==> src/rtl/sr_drv_pkg.sv <==
// Shared types and helpers for the S/R latch pulse driver.
package sr_drv_pkg;

  typedef enum logic [2:0] {
    StLow,
    StChkHigh,
    StPulseSet,
    StHigh,
    StChkLow,
    StPulseRst
  } sr_state_e;

  // Latch control inputs are active-low.
  localparam logic SR_ASSERTED = 1'b0;

  function automatic int unsigned cnt_width(input int unsigned debounce,
                                            input int unsigned pulse);
    int unsigned m;
    m = (debounce > pulse) ? debounce : pulse;
    return $clog2(m + 1);
  endfunction

endpackage

==> src/rtl/sync2.sv <==
// Two-flop synchroniser for asynchronous single-bit inputs.
module sync2 (
  input  logic clk,
  input  logic rst_n,
  input  logic d,
  output logic q
);

  logic meta_q, sync_q;

  always_ff @(posedge clk or negedge rst_n) begin
    if (!rst_n) begin
      meta_q <= 1'b0;
      sync_q <= 1'b0;
    end else begin
      meta_q <= d;
      sync_q <= meta_q;
    end
  end

  assign q = sync_q;

endmodule

==> src/rtl/sr_pulse_driver.sv <==
// Debounces a raw level and emits one active-low set/reset pulse per accepted edge.
module sr_pulse_driver
  import sr_drv_pkg::*;
#(
  parameter int unsigned DEBOUNCE_CYCLES = 4,
  parameter int unsigned PULSE_CYCLES    = 2
) (
  input  logic clk,
  input  logic rst_n,
  input  logic level_in,
  output logic set_n,
  output logic reset_n,
  output logic level_out,
  output logic busy
);

  localparam int unsigned CNT_W = cnt_width(DEBOUNCE_CYCLES, PULSE_CYCLES);
  localparam logic [CNT_W-1:0] CNT_ONE  = CNT_W'(1);
  localparam logic [CNT_W-1:0] DEB_LAST = CNT_W'(DEBOUNCE_CYCLES);
  localparam logic [CNT_W-1:0] PUL_LAST = CNT_W'(PULSE_CYCLES);

  logic             level_s;
  sr_state_e        state_q, state_d;
  logic [CNT_W-1:0] cnt_q, cnt_d, cnt_inc;
  logic             set_n_q, set_n_d;
  logic             reset_n_q, reset_n_d;
  logic             level_out_q, level_out_d;
  logic             busy_q, busy_d;

  sync2 u_sync (
    .clk   (clk),
    .rst_n (rst_n),
    .d     (level_in),
    .q     (level_s)
  );

  assign cnt_inc = cnt_q + CNT_ONE;

  always_ff @(posedge clk or negedge rst_n) begin
    if (!rst_n) begin
      state_q     <= StLow;
      cnt_q       <= '0;
      set_n_q     <= ~SR_ASSERTED;
      reset_n_q   <= ~SR_ASSERTED;
      level_out_q <= 1'b0;
      busy_q      <= 1'b0;
    end else begin
      state_q     <= state_d;
      cnt_q       <= cnt_d;
      set_n_q     <= set_n_d;
      reset_n_q   <= reset_n_d;
      level_out_q <= level_out_d;
      busy_q      <= busy_d;
    end
  end

  // cnt holds samples seen in CHK states and cycles elapsed in PULSE states.
  always_comb begin
    state_d = state_q;
    cnt_d   = cnt_q;
    unique case (state_q)
      StLow: begin
        if (level_s) begin
          state_d = (DEBOUNCE_CYCLES == 1) ? StPulseSet : StChkHigh;
          cnt_d   = (DEBOUNCE_CYCLES == 1) ? '0 : CNT_ONE;
        end
      end
      StChkHigh: begin
        if (!level_s) begin
          state_d = StLow;
          cnt_d   = '0;
        end else if (cnt_inc == DEB_LAST) begin
          state_d = StPulseSet;
          cnt_d   = '0;
        end else begin
          cnt_d = cnt_inc;
        end
      end
      StPulseSet: begin
        if (cnt_inc == PUL_LAST) begin
          state_d = StHigh;
          cnt_d   = '0;
        end else begin
          cnt_d = cnt_inc;
        end
      end
      StHigh: begin
        if (!level_s) begin
          state_d = (DEBOUNCE_CYCLES == 1) ? StPulseRst : StChkLow;
          cnt_d   = (DEBOUNCE_CYCLES == 1) ? '0 : CNT_ONE;
        end
      end
      StChkLow: begin
        if (level_s) begin
          state_d = StHigh;
          cnt_d   = '0;
        end else if (cnt_inc == DEB_LAST) begin
          state_d = StPulseRst;
          cnt_d   = '0;
        end else begin
          cnt_d = cnt_inc;
        end
      end
      StPulseRst: begin
        if (cnt_inc == PUL_LAST) begin
          state_d = StLow;
          cnt_d   = '0;
        end else begin
          cnt_d = cnt_inc;
        end
      end
      default: begin
        state_d = StLow;
        cnt_d   = '0;
      end
    endcase
  end

  // Outputs decode the next state so they change on the same edge as the state.
  always_comb begin
    set_n_d     = (state_d == StPulseSet) ? SR_ASSERTED : ~SR_ASSERTED;
    reset_n_d   = (state_d == StPulseRst) ? SR_ASSERTED : ~SR_ASSERTED;
    level_out_d = (state_d == StPulseSet) || (state_d == StHigh) || (state_d == StChkLow);
    busy_d      = (state_d == StChkHigh) || (state_d == StPulseSet) ||
                  (state_d == StChkLow)  || (state_d == StPulseRst);
  end

  assign set_n     = set_n_q;
  assign reset_n   = reset_n_q;
  assign level_out = level_out_q;
  assign busy      = busy_q;

endmodule

==> config.mk <==
export PLATFORM = sky130hd
export DESIGN_NAME = sr_pulse_driver
export DESIGN_NICKNAME = d
export VERILOG_FILES = /design/src/rtl/sr_drv_pkg.sv /design/src/rtl/sync2.sv /design/src/rtl/sr_pulse_driver.sv
export SDC_FILE = /design/constraint.sdc
export NUM_CORES = 1
export LEC_CHECK = 0
export ABC_AREA = 1
export CORE_MARGIN = 2
export CORE_UTILIZATION = 43
export DETAILED_ROUTE_END_ITERATION = 6
export PLACE_DENSITY = 0.62
export SYNTH_ARGS = -nofsm -noshare
export SYNTH_HDL_FRONTEND = slang
export SYNTH_SLANG_ARGS = --single-unit
export TNS_END_PERCENT = 100
==> constraint.sdc <==
create_clock -name clk -period 1.4 [get_ports clk]
set_input_delay 0.28 -clock clk [delete_from_list [all_inputs] [get_ports clk]]
set_output_delay 0.28 -clock clk [all_outputs]
set_load 0.02 [all_outputs]
# After elaboration in Yosys (flattened, before gate mapping)

Index checks and enable logic that the tools add are counted.

Add/subtract/negate cells: 1
$mul: 0
Div/mod/pow operators: 0
$lt $le $gt $ge: 0
Eq/ne operators: 14
Shift operators: 0
Multiplexer cells: 18
Bitwise logic cells: 0
Reduce and logical (&&, ||, !) cells: 8

Operators by type and width:

| kind                                                  | count |
|---|---|
| two-way mux 3 bit                                     | 14 |
| case mux 3 bit (6 select lines)                       | 1 |
| == test 3 x 2 -> 1 bit, second input constant         | 5 |
| == test 3 bit, second input constant                  | 5 |
| case mux 3 bit (5 select lines)                       | 1 |
| == test 3 x 1 -> 1 bit, second input constant         | 2 |
| logical OR 1 bit                                      | 5 |
| adder 3 x 1 -> 3 bit, second input constant           | 1 |
| zero test 3 bit                                       | 1 |
| two-way mux 1 bit                                     | 2 |
| inequality test 2 x 1 -> 1 bit, second input constant | 1 |
| inequality test 2 bit, second input constant          | 1 |
| AND reduction 2 bit                                   | 1 |
| OR reduction 2 bit                                    | 1 |

Bits in registers: 12
Latch bits: 0
RAM bits: 0
Bits in read-only memories: 0
Input bits: 3
Output and inout bits: 4
Logic and storage cells: 49
Memories: 0

# Longest topological paths before layout

Depth in word-level cells: 9
Mapped depth: 10
Gate-level depth less buffers: 10

# Cells and area by module

Synthesis repeated with hierarchy kept, for this count alone.

Cells, all modules: 93
Area total of the unflattened synthesis: 688.2 µm²

By module, submodules not included:

| module          | times used | cells an instance | area each (µm²) | seq. area each (µm²) |
|---|---|---|---|---|
| sr_pulse_driver | 1          | 91                | 638.1           | 252.7 |
| sync2           | 1          | 2                 | 50.0            | 50.0 |

# Least setup slack after synthesis

No wires, ideal clock.

Kind: reg-to-reg
Start point: register cnt_q[0]
End point: register busy_q, in the netlist busy
Setup time: 0.121 ns
Data arrival time: 1.226 ns
Required time: 1.279 ns
Setup slack: 0.053 ns
Stages on the path, launching flop included: 10
Path buffers: 0
Period minus slack after synthesis: 1.347 ns
Cell sequence: dfrtp_1 -> ha_1 -> inv_1 -> nand2_1 -> nand3_2 -> nand2_1 -> nand2_1 -> nand3_2 -> nand2_2 -> nand3_2

Word-level cells in the longest chain between the ends: 9
Elaborated cells on any way between the ends: 17
Those cells by class: 1 x add/sub; 6 x eq/ne; 7 x mux; 3 x reduce/logical

RTL lines:

| item                                                                    | RTL line                                     | RTL |
|---|---|---|
| start: declaration                                                      | sr_pulse_driver.sv:24                        | `logic [CNT_W-1:0] cnt_q, cnt_d, cnt_inc;` |
| start signal: assignment                                                | sr_pulse_driver.sv:49                        | `cnt_q <= cnt_d;` |
| adder 3 x 1 -> 3 bit (*)                                                | sr_pulse_driver.sv:37                        | `assign cnt_inc = cnt_q + CNT_ONE;` |
| == test 3 bit                                                           | sr_pulse_driver.sv:72, sr_pulse_driver.sv:97 |  |
| two-way mux 3 bit (on tied branches)                                    | sr_pulse_driver.sv:97, sr_pulse_driver.sv:72 |  |
| two-way mux 3 bit (on tied branches)                                    | sr_pulse_driver.sv:94, sr_pulse_driver.sv:69 |  |
| case mux 3 bit (6 select lines) (*)                                     | sr_pulse_driver.sv:61                        | `unique case (state_q)` |
| named net state_d[0]                                                    | sr_pulse_driver.sv:23                        | `sr_state_e state_q, state_d;` |
| == test 3 x 1 -> 1 bit / == test 3 x 2 -> 1 bit (equally long branches) | sr_pulse_driver.sv:124                       | `busy_d = (state_d == StChkHigh) \|\| (state_d == StPulseSet) \|\|` |
| logical OR 1 bit (2 in a row)                                           | sr_pulse_driver.sv:124                       |  |
| logical OR 1 bit (*)                                                    | sr_pulse_driver.sv:125                       | `(state_d == StChkLow) \|\| (state_d == StPulseRst);` |
| named net busy_d                                                        | sr_pulse_driver.sv:28                        | `logic busy_q, busy_d;` |
| end signal: assignment                                                  | sr_pulse_driver.sv:53                        | `busy_q <= busy_d;` |
| end: declaration                                                        | sr_pulse_driver.sv:28                        |  |

Mark *: on every way through the listed nets, which the timed path passes. The rest lies on a longest branch.
A chain may end at the register's enable or synchronous reset.

# Worst setup path in the final report

Start point: register cnt_q[1]
End point: register busy_q, in the netlist busy

Same word-level chain as after synthesis.

==> impl_metrics.py <==
metrics = {
    "outcome": {
        "outcome": "completed",
    },
    "worst_setup_path": {
        "crit_required_ns": 1.56,
        "rrSetupSlack_ns": 0.04,
        "path_max_fanout": 4,
        "critPathCapture": "busy",
        "slowest_stage": "dfrtp_1",
        "cp_cell_sequence": "ha_2 > inv_2 > nand2_2 > nand3_4 > inv_1 > nand2_1 > nand3_2 > nand3_2 > nand3_2",
        "reg2reg_depth": 9,
        "crit_start": "cnt_q[1]",
        "crit_path_max_incr_delay_ns": 0.41,
        "start_kind": "flip-flop",
        "r2r-start": "cnt_q[1]",
        "criticalPathCategory": "flip-flop to flip-flop",
        "cp-end-kind": "flip-flop",
        "crit_arrival_ns": 1.52,
        "rr_endpoint": "busy",
        "crit_top_cell": "nand3_2",
    },
    "timing": {
        "finalSetupViolations": 0,
        "post-route-period-util_pct": 97.1,
        "finalHoldViolations": 0,
        "max_freq_mhz": 736,
        "worstMarginPinSlew_ns": 0.277,
        "fin_ws_ns": 0.0412,
        "rsz0062_at_grt": "yes",
        "layout_min_cycle_time_ns": 1.36,
        "drv_slew": 0,
        "hold_slack_ns": 0.239,
        "fin_worst_skew_ns": 0.00735,
        "setup_tns_ns": 0,
        "relSlewSlack_pct": 81.5,
    },
    "power": {
        "power.switching_uw": 691,
        "clkPwrFrac_pct": 16.9,
        "power_frac_comb_pct": 50.8,
        "p_leak_nw": 0.482,
        "switching_share_pct": 42.8,
        "finalPower_mw": 1.62,
        "powerDensity_nw_per_um2": 1730,
        "seq_power_share_pct": 32.3,
        "internal_power_uw": 924,
        "vdd_drop_max_v": 0.000754,
    },
    "logic_synthesis": {
        "ys_seq_elements": 12,
        "syn_inst": 94,
        "yosysSeqAreaShare_pct": 40.3,
        "synth_top_area_cell": "dfrtp_1",
        "ys_warn_count": 0,
        "synthTopCellsByArea": "dfrtp_1 (33%), nand2_1 (12%), nand3_2 (11%)",
        "synth_cell_types": 20,
        "syn_nets": 100,
        "yosys.area.top_type_share_pct": 33.3,
        "avgSynthCellArea_sq_um": 8.00,
        "syn_area_sq_um": 752,
    },
    "global_route": {
        "grt_pass1_vias": 501,
        "grt_first_pass_wirelength_um": 2060,
        "antenna_found_initial": 0,
        "grt_max_degree": 8,
        "gr-usage-all-layers_pct": 14.3,
        "grt_overflow": 0,
    },
    "place": {
        "numPortBuffers": 6,
        "pre_cts_slack_ns": -0.0162,
        "dp_hpwl_um": 1110,
        "routabilityCongestion": 0.887,
        "placed_cells_incl_taps": 119,
        "detailed_place.area_sq_um": 848,
    },
    "detailed_routing": {
        "wl_met1_um": 620,
        "top_layer": "met3",
        "vias": 615,
        "wl_per_cell_um": 11.4,
        "route.detailed.drc": 0,
        "routed_wl_um": 1410,
        "dr.pass1.iters": 4,
        "wl_met2_um": 742,
        "drt_iter0_drc": 6,
        "route.met3.wl_um": 45,
        "viasPerCell": 5.00,
        "antenna_left": 0,
    },
    "floorplanning": {
        "rows": 15,
        "start_util_pct": 44.5,
        "die-height_um": 45.8,
        "die_area_sq_um": 2100,
        "coreArea_sq_um": 1690,
        "ios": 7,
        "fp.dieW_um": 45.8,
    },
    "finish": {
        "final_cell_mix": "nand2_1 (18), nand2_2 (15), dfrtp_1 (9)",
        "nets": 113,
        "n_fill_cell": 173,
        "final_cell_area_sq_um": 933,
        "n_antenna_cell": 0,
        "final_core_util_pct": 55.3,
        "drive_above_1_share_pct": 48.1,
        "final_common_cell": "nand2_1",
        "finalNonFillerCells": 123,
        "area_delta_synth_final_pct": 24.1,
    },
    "clocking": {
        "cts_root_buf": "clkbuf_4",
        "numCtsBuffers": 3,
        "post_cts.repair.setup_buffers": 0,
        "clock_path_buffers": 2,
        "cts_hold_buf": 0,
        "clk_latency_ns": 0.27,
        "cts.sinks": 12,
        "tritoncts": "built",
        "clkTransAtPathRegs_ns": 0.08,
        "htree_levels": 1,
    },
    "flow_run": {
        "drv_cap": 0,
    },
    "hold_path": {
        "worst_hold_path_type": "input pin to asynchronous set/reset pin",
    },
}
-- state kept, by name (all words and copies together) (netlist names) --
signal,count
cnt_q,3
busy,1
state_q,3
set_n,1
u_sync.q,1
level_out,1
reset_n,1
u_sync.meta_q,1
-- kinds of logic after synthesis --
| group | synth area share (%) |
|---|---|
| adder cells (fa/ha/maj) | 4.99 |
| flip-flops | 40.3 |
| AND/OR/NAND/NOR | 40.3 |
| AO/OA/AOI/OAI | 6.99 |
| buffers and inverters | 7.49 |
-- cell usage after synthesis --
cell,n
a21oi_1,1
clkinv_1,1
dfrtp_1,10
dfstp_2,2
ha_1,3
inv_1,9
inv_2,5
nand2_1,25
nand2_2,9
nand3_1,3
nand3_2,8
nand3b_2,1
nand4_1,1
nor2_1,6
nor2_2,1
nor2_4,1
o211ai_1,1
o21ai_1,5
o21ai_2,1
o22ai_1,1
-- per-layer routing --
layer	vias up	track usage, %
li1	328	-
met1	278	16.6
met2	9	23.7
met3	0	7.14
met4	0	3.43
met5	-	0
-- how the worst min path moves through the flow --
stage	to	slack [ns]	cells past startpoint
global placement	u_sync.q	0.34	0
floorplan	busy	-0.02	0
global route	cnt_q[2]	0.24	1
CTS	cnt_q[2]	0.23	1
detailed placement	u_sync.q	0.34	0
finish	cnt_q[2]	0.24	1
-- power by group through the flow --
stage / registers (mW) / clock network (mW) / logic, mW
3_3_place_gp: 0.521 / 0 / 0.715
4_1_cts: 0.516 / 0.288 / 0.733
5_1_grt: 0.531 / 0.300 / 0.920
2_1_floorplan: 0.550 / 0 / 0.506
6_report: 0.522 / 0.273 / 0.821
3_5_place_dp: 0.522 / 0 / 0.725
-- critical path: cells and delay by family (launching register included) --
kind,cells,cell delay (ns)
adders and majority gates,1,0.22
and+or+nand+nor,6,0.50
DFF,1,0.41
buffers and inverters,2,0.12
-- area by class of cell --
cell class                      instances  area (sq um)  share of cell area (%)
Multi-Input combinational cell         67           453                    48.5
Sequential cell                        12           304                    32.6
Timing Repair Buffer                    8          62.6                    6.70
Inverter                               15          56.3                    6.03
Clock buffer                            4          36.3                    3.89
Tap cell                               17          21.3                    2.28
-- what timing repair did --
item | in CTS | in global routing
gates resized for setup | 10 | 17
setup endpoints to repair | 5 | 8
pin swaps | 0 | 3
Note: power is estimated with default switching activity, not from simulation.
